**src/rtl/alu_pkg.sv**
```systemverilog
// Shared types and defaults for the ALU arbiter: opcode encoding, FSM states, default widths.
package alu_pkg;

    localparam int unsigned XLEN_DEFAULT = 32;
    localparam int unsigned OPW_DEFAULT  = 4;
    localparam int unsigned NREQ_DEFAULT = 2;

    typedef enum logic [3:0] {
        AluAdd  = 4'd0,
        AluSub  = 4'd1,
        AluSll  = 4'd2,
        AluSlt  = 4'd3,
        AluSltu = 4'd4,
        AluXor  = 4'd5,
        AluSrl  = 4'd6,
        AluSra  = 4'd7,
        AluOr   = 4'd8,
        AluAnd  = 4'd9
    } alu_op_e;

    typedef enum logic [1:0] {
        StIdle,
        StExec,
        StResp
    } arb_state_e;

    // Index width for n requesters; never zero so single-bit indices stay legal.
    function automatic int unsigned idx_width(input int unsigned n);
        return (n > 1) ? $clog2(n) : 1;
    endfunction

endpackage

```
**src/rtl/alu_arb_pick.sv**
```systemverilog
// Combinational grant picker: round-robin from last+1 when ALU_RR_ARB_EN is defined,
// otherwise fixed priority with the lowest index winning.
module alu_arb_pick
    import alu_pkg::*;
#(
    parameter int unsigned NREQ = NREQ_DEFAULT,
    parameter int unsigned IDXW = idx_width(NREQ)
) (
    input  logic [NREQ-1:0] req_i,
    input  logic [IDXW-1:0] last_i,
    output logic [NREQ-1:0] gnt_o,
    output logic [IDXW-1:0] gnt_idx_o,
    output logic            gnt_any_o
);

`ifdef ALU_RR_ARB_EN
    logic [IDXW-1:0] cand_idx;

    always_comb begin
        gnt_idx_o = '0;
        gnt_any_o = 1'b0;
        cand_idx  = last_i;
        // Walk the ring starting just after the previous winner.
        for (int k = 0; k < int'(NREQ); k++) begin
            cand_idx = (cand_idx == IDXW'(NREQ - 1)) ? '0 : cand_idx + 1'b1;
            if (!gnt_any_o && req_i[cand_idx]) begin
                gnt_any_o = 1'b1;
                gnt_idx_o = cand_idx;
            end
        end
    end
`else
    logic unused_last;
    assign unused_last = ^last_i;

    always_comb begin
        gnt_idx_o = '0;
        gnt_any_o = 1'b0;
        for (int i = 0; i < int'(NREQ); i++) begin
            if (!gnt_any_o && req_i[i]) begin
                gnt_any_o = 1'b1;
                gnt_idx_o = IDXW'(i);
            end
        end
    end
`endif

    always_comb begin
        gnt_o = '0;
        if (gnt_any_o) begin
            gnt_o[gnt_idx_o] = 1'b1;
        end
    end

endmodule

```
**src/rtl/alu_arbiter.sv**
```systemverilog
// Shares one combinational ALU among NREQ valid/ready requesters, one transaction at a time.
// Define ALU_RR_ARB_EN for round-robin arbitration; fixed priority otherwise.
module alu_arbiter
    import alu_pkg::*;
#(
    parameter int unsigned NREQ = NREQ_DEFAULT,
    parameter int unsigned XLEN = XLEN_DEFAULT,
    parameter int unsigned OPW  = OPW_DEFAULT
) (
    input  logic                 clk,
    input  logic                 rst,
    input  logic [NREQ-1:0]      req_valid,
    output logic [NREQ-1:0]      req_ready,
    input  logic [NREQ*OPW-1:0]  req_op,
    input  logic [NREQ*XLEN-1:0] req_a,
    input  logic [NREQ*XLEN-1:0] req_b,
    output logic [NREQ-1:0]      rsp_valid,
    input  logic [NREQ-1:0]      rsp_ready,
    output logic [XLEN-1:0]      rsp_data,
    output logic [OPW-1:0]       alu_operation,
    output logic [XLEN-1:0]      alu_op1,
    output logic [XLEN-1:0]      alu_op2,
    input  logic [XLEN-1:0]      alu_result
);

    localparam int unsigned IDXW = idx_width(NREQ);

    arb_state_e      state_q, state_d;
    logic [IDXW-1:0] own_q, own_d;
    logic [OPW-1:0]  op_q, op_d;
    logic [XLEN-1:0] a_q, a_d;
    logic [XLEN-1:0] b_q, b_d;
    logic [XLEN-1:0] result_q, result_d;

    logic [NREQ-1:0] gnt;
    logic [IDXW-1:0] gnt_idx;
    logic            gnt_any;
    logic [IDXW-1:0] last_sel;
    logic            arb_open;
    logic            accept;
    logic [OPW-1:0]  sel_op;
    logic [XLEN-1:0] sel_a;
    logic [XLEN-1:0] sel_b;

`ifdef ALU_RR_ARB_EN
    logic [IDXW-1:0] last_q, last_d;

    always_comb begin
        last_d = last_q;
        if (accept) begin
            last_d = gnt_idx;
        end
    end

    // Resetting to the top index makes requester 0 the first winner.
    always_ff @(posedge clk or posedge rst) begin
        if (rst) begin
            last_q <= IDXW'(NREQ - 1);
        end else begin
            last_q <= last_d;
        end
    end

    assign last_sel = last_q;
`else
    assign last_sel = IDXW'(NREQ - 1);
`endif

    alu_arb_pick #(
        .NREQ (NREQ),
        .IDXW (IDXW)
    ) u_pick (
        .req_i     (req_valid),
        .last_i    (last_sel),
        .gnt_o     (gnt),
        .gnt_idx_o (gnt_idx),
        .gnt_any_o (gnt_any)
    );

    always_comb begin
        sel_op = '0;
        sel_a  = '0;
        sel_b  = '0;
        for (int i = 0; i < int'(NREQ); i++) begin
            if (gnt_idx == IDXW'(i)) begin
                sel_op = req_op[i*OPW +: OPW];
                sel_a  = req_a[i*XLEN +: XLEN];
                sel_b  = req_b[i*XLEN +: XLEN];
            end
        end
    end

    always_comb begin
        state_d  = state_q;
        own_d    = own_q;
        op_d     = op_q;
        a_d      = a_q;
        b_d      = b_q;
        result_d = result_q;
        arb_open = 1'b0;

        unique case (state_q)
            StIdle: arb_open = 1'b1;
            StExec: begin
                result_d = alu_result;
                state_d  = StResp;
            end
            StResp: begin
                // Consuming the result reopens arbitration in the same cycle.
                if (rsp_ready[own_q]) begin
                    arb_open = 1'b1;
                    state_d  = StIdle;
                end
            end
            default: state_d = StIdle;
        endcase

        accept = arb_open & gnt_any;
        if (accept) begin
            own_d   = gnt_idx;
            op_d    = sel_op;
            a_d     = sel_a;
            b_d     = sel_b;
            state_d = StExec;
        end
    end

    always_ff @(posedge clk or posedge rst) begin
        if (rst) begin
            state_q  <= StIdle;
            own_q    <= '0;
            op_q     <= '0;
            a_q      <= '0;
            b_q      <= '0;
            result_q <= '0;
        end else begin
            state_q  <= state_d;
            own_q    <= own_d;
            op_q     <= op_d;
            a_q      <= a_d;
            b_q      <= b_d;
            result_q <= result_d;
        end
    end

    // req_ready is combinational from req_valid, so it is masked while reset is held.
    always_comb begin
        req_ready = '0;
        if (accept && !rst) begin
            req_ready = gnt;
        end
    end

    always_comb begin
        rsp_valid = '0;
        if (state_q == StResp) begin
            rsp_valid[own_q] = 1'b1;
        end
    end

    assign rsp_data      = result_q;
    assign alu_operation = op_q;
    assign alu_op1       = a_q;
    assign alu_op2       = b_q;

endmodule

```
**config.mk**
```make
export PLATFORM = sky130hd
export DESIGN_NAME = alu_arbiter
export DESIGN_NICKNAME = d
export VERILOG_FILES = /design/src/rtl/alu_pkg.sv /design/src/rtl/alu_arb_pick.sv /design/src/rtl/alu_arbiter.sv
export SDC_FILE = /design/constraint.sdc
export NUM_CORES = 1
export LEC_CHECK = 0
export BUFFER_PORTS_ARGS = -buffer_cell sky130_fd_sc_hd__buf_2
export CORE_MARGIN = 3
export CORE_UTILIZATION = 30
export CTS_CLUSTER_DIAMETER = 80
export CTS_CLUSTER_SIZE = 40
export DETAILED_ROUTE_END_ITERATION = 8
export SLEW_MARGIN = 40
export SYNTH_ARGS = -nofsm -noshare
export SYNTH_HDL_FRONTEND = slang
export SYNTH_SLANG_ARGS = --single-unit
```
**constraint.sdc**
```tcl
create_clock -name clk -period 3 [get_ports clk]
set_input_delay 0.3 -clock clk [delete_from_list [all_inputs] [get_ports clk]]
set_output_delay 0.3 -clock clk [all_outputs]
set_load 0.01 [all_outputs]
```
After elaboration in Yosys (flattened, before gate mapping). Cells that the tools add are included.

Order comparisons: 4. Eq/ne operators: 4. Multiplexer cells: 20. Bitwise gates (word level): 1. Reductions and logical operators: 8.

Operator list (number): 32-bit two-way mux (2); 2-bit two-way mux (5); 1-bit two-way mux (8); 2-bit one-hot mux with 3 select lines (1); 1-bit logical AND (4); 1-bit by 2-bit less-than comparator with 1-bit output, second input constant (2); 4-bit two-way mux (1); 3-bit != test, second input constant (1); 1-bit demux with 1-bit select (2); 2-bit by 1-bit equality test with 1-bit output, second input constant (1); 2-bit equality test, second input constant (1); 1-bit greater-or-equal comparator, second input constant (2); 1-bit logical NOT (2); 2-bit logical NOT (1); 2-bit != test, second input constant (1); 1-bit one-hot mux with 2 select lines (1); 2-bit AND reduction (1); 1-bit bitwise AND (1).

Bits in registers: 103. Output and inout port bits: 104. Input port bits: 174.

Depth between registers and ports, before layout.
Depth after elaboration: 10. Gate-level depth with buffers: 7. Depth with buffers taken out: 3.

By module. A second synthesis with hierarchy kept.

Cells, all modules: 313. Area, all modules: 4712.0 µm².

Modules (own cells, without submodules): alu_arbiter (cells each 309, area each 4688.2 µm², sequential area each 2577.5 µm², instances 1); alu_arb_pick (cells each 4, area each 23.8 µm², sequential area each 0.0 µm², instances 1).

Worst setup path before layout. OpenSTA, ideal clock, no wires.

Path kind: input -> output. Start: in req_valid[0]. End: out req_ready[1]. Data required time: 2700 ps. Buffers on the path: 4. Cell stages on the path: 6. Setup slack: 1374 ps. Arrival: 1326 ps. Cell sequence: buf_2 -> nor2b_1 -> buf_2 -> buf_4 -> buf_2 -> nor3b_1.

Word-level cells in the longest chain between the ends: 10. Elaborated cells on any way between the ends: 14. Those cells by class: 2 x order compare; 7 x mux; 1 x bitwise; 4 x reduce/logical.

RTL lines: start: declaration (RTL line alu_arbiter.sv:12) `input logic [NREQ-1:0] req_valid,`; 1-bit two-way mux * (RTL line alu_arb_pick.sv:40) `if (!gnt_any_o && req_i[i]) begin`; 1-bit logical NOT (RTL line alu_arb_pick.sv:40); 1-bit logical AND (RTL line alu_arb_pick.sv:40); 1-bit two-way mux (RTL line alu_arb_pick.sv:40); 1-bit by 2-bit less-than comparator with 1-bit output (implied by the code) / 1-bit greater-or-equal comparator (equally long branches) (RTL line alu_arb_pick.sv:51) `gnt_o[gnt_idx_o] = 1'b1;`; 1-bit logical AND (implied by the code) (RTL line alu_arb_pick.sv:51); 1-bit two-way mux (implied by the code) (RTL line alu_arb_pick.sv:51); 1-bit demux with 1-bit select; 2-bit two-way mux (RTL line alu_arb_pick.sv:50) `if (gnt_any_o) begin`; 2-bit two-way mux * (RTL line alu_arbiter.sv:149) `if (accept && !rst) begin`; end: declaration (RTL line alu_arbiter.sv:13) `output logic [NREQ-1:0] req_ready,`.

Mark *: on every way between the ends. The rest lies on a longest branch, timed or not.

Worst setup path in the final report.
Start: reg own_q. End: out req_ready[1].

Word-level cells in the longest chain between the ends: 7.

RTL lines: start: declaration (RTL line alu_arbiter.sv:29) `logic [IDXW-1:0] own_q, own_d;`; start signal: assignment (RTL line alu_arbiter.sv:138) `own_q <= own_d;`; 1-bit two-way mux (implied by the code) (2 in series) (RTL line alu_arbiter.sv:110) `if (rsp_ready[own_q]) begin`; 1-bit two-way mux (RTL line alu_arbiter.sv:110); 1-bit one-hot mux with 2 select lines (RTL line alu_arbiter.sv:102) `unique case (state_q)`; 1-bit bitwise AND (RTL line alu_arbiter.sv:118) `accept = arb_open & gnt_any;`; 1-bit logical AND (RTL line alu_arbiter.sv:149); 2-bit two-way mux (RTL line alu_arbiter.sv:149).

No other way between the ends. The select of a mux whose other input is x is not followed.

==> flow_metrics.env <==
export IMPL_h_tree_depth=3
export IMPL_r2r_setup_slack_ns=1.17
export IMPL_rows=43
export IMPL_post_route_period_util=0.715
export IMPL_clkTransAtPathRegs_ns=0.07
export IMPL_first_global_vias=3949
export IMPL_ys_seq_elements=103
export IMPL_dp_slack_ns=0.992
export IMPL_final_area_sq_mm=0.00617
export IMPL_layout_common_cells="buf_2 (277), dfrtp_1 (103), a22oi_1 (68), o2bb2ai_1 (68), mux2_2 (32)"
export IMPL_fin_hold_ws_ns=0.0753
export IMPL_syn_avg_cell_area_sq_um=13.4
export IMPL_dr_pass1_iters=4
export IMPL_cts_tree="done"
export IMPL_dp_hpwl_um=9970
export IMPL_drv_slew=0
export IMPL_antenna_found_initial=0
export IMPL_io_buffers=277
export IMPL_r2r_cells=4
export IMPL_start_util=0.310
export IMPL_clock_sinks=103
export IMPL_gp_congestion=0.806
export IMPL_worstSetupEndpointType="output port"
export IMPL_routedWlPerCell_um=17.4
export IMPL_skew_ns=0.00939
export IMPL_io_pins=278
export IMPL_synth_area_leader_cell="dfrtp_1"
export IMPL_ys_types=22
export IMPL_yosys_warnings=0
export IMPL_grt_max_degree=54
export IMPL_syn_to_final_growth_pct=42.4
export IMPL_cp_arrival_ns=1.84
export IMPL_vias=3858
export IMPL_dieArea_sq_mm=0.0159
export IMPL_slew_headroom=0.560
export IMPL_outcome="completed"
export IMPL_insertedDiodeCount=0
export IMPL_clk_path_buf_depth=2
export IMPL_finalCriticalPeriod_ns=2.14
export IMPL_crit_path_start_kind="flop"
export IMPL_fin_ws_ns=0.856
export IMPL_setup_viol=0
export IMPL_p_per_area_mw_per_mm2=995
export IMPL_layout_cells_most_common="buf_2"
export IMPL_syn_nets=497
export IMPL_postRouteAntennaNets=0
export IMPL_synth_top_area_frac=0.595
export IMPL_hp_class="input pin to async pin"
export IMPL_setup_tns_ns=0
export IMPL_fin_nets=761
export IMPL_max_cap_violations=0
export IMPL_cp_max_fo=19
export IMPL_placed_area_sq_mm=0.00588
export IMPL_netlist_area_sq_mm=0.00433
export IMPL_path_depth=4
export IMPL_grt_pass1_wl_um=20900
export IMPL_path_delay_family="compound AO/OA/AOI/OAI gates"
export IMPL_cts_root_buffer="clkbuf_16"
export IMPL_final_util=0.441
export IMPL_drc=0
export IMPL_synth_area_leaders="dfrtp_1 (60%), o2bb2ai_1 (14%), a22oi_1 (12%), mux2_2 (8.3%), buf_2 (2.2%)"
export IMPL_leakagePower_nw=3.03
export IMPL_max_slew_worst_pin_slew_ns=0.659
export IMPL_total_power_mw=6.14
export IMPL_max_stage_delay_ns=0.47
export IMPL_ctsResizeCount=0
export IMPL_coreArea_sq_mm=0.0140
export IMPL_drive_gt1_frac=0.573
export IMPL_crit_chain="mux2_4 > o21ai_4 > nor3b_1 > buf_2"
export IMPL_hold_viol_final=0
export IMPL_final_cells=772
export IMPL_synth_seq_area_share=0.595
export IMPL_gr_total_overflow=0
export IMPL_worst_path_buf_inv=1
export IMPL_drt_iter0_markers=120
export IMPL_grt_usage=0.164
export IMPL_die_x_um=126
export IMPL_crit_required_ns=2.70
export IMPL_cts_hold_buf=0
export IMPL_critPathKind="flop to output port"
export IMPL_via_per_inst=5.00
export IMPL_clock_latency_ns=0.34
export IMPL_rsz0062_at_grt="false"
export IMPL_routed_wl_um=13400
export IMPL_dp_cells=756
export IMPL_cts_setup_buffers=0
export IMPL_die_h_um=126
export IMPL_fmax_mhz=467
export IMPL_cts_buffers=9
export IMPL_postSynthCellCount=323
export IMPL_crit_slowest_cell="o21ai_4"
export IMPL_peakVddDrop_mv=0.511
cell families (layout without fill, tap and decap cells):
kind of cell | after synthesis | count (layout) | synth area share
DFF | 103 | 103 | 0.595
buffers and inverters | 38 | 307 | 0.0428
muxes | 33 | 33 | 0.0867
AOI/OAI and AO/OA | 141 | 141 | 0.266
and+or+nand+nor | 8 | 8 | 0.00982
registers in the layout, indices dropped and copies added, names as in the netlist:
name and cells:
alu_op1 32, alu_op2 32, rsp_data 32, alu_operation 4, state_q 2, own_q 1
final timing paths:
kind	startpoint	to
max	own_q	req_ready[1]
min reg2reg	alu_op1[11]	alu_op1[11]
min in group clk	alu_result[12]	rsp_data[12]
max in group asynchronous	rst	alu_op1[12]
max reg2reg	own_q	alu_op1[8]
min	rst	alu_op2[2]
report_power, final:
part	leakage [nW]	internal (mW)	switching, mW	total, mW
logic	1.64	1.19	1.38	2.57
registers	1.25	2.07	0.366	2.44
clock network	0.135	0.611	0.513	1.12
total	3.03	3.88	2.26	6.14
cells in the mapped netlist:
cell,n
or2_2,1
inv_1,5
buf_2,19
o211a_1,1
nor2_1,1
buf_4,1
o211ai_2,1
dfrtp_1,103
o21ai_0,1
o22a_1,1
nor3b_1,1
mux2_4,1
a22oi_1,68
nor2b_1,1
o21ai_2,1
nand2_1,2
mux2_2,32
and3_1,1
nor3_1,1
clkbuf_1,11
buf_6,2
o2bb2ai_1,68
area by class of cell:
class | instances | area (sq um)
fillers | 1345 | 7820
flip-flops and latches | 103 | 2580
multi-input cells | 182 | 1590
repair buffers | 286 | 1470
clock buffers | 12 | 256
well taps | 180 | 225
clock inverters | 4 | 28.8
inverters | 5 | 22.5
per-layer routing:
metal  up-vias  global-route usage  wire [um]
met3        12              0.0606       1260
met5         -                   0          0
li1       1789                   -          -
met4         0              0.0498        166
met1      1887               0.192       5260
met2       170               0.280       6730
Power figures use the tool's default switching activity.
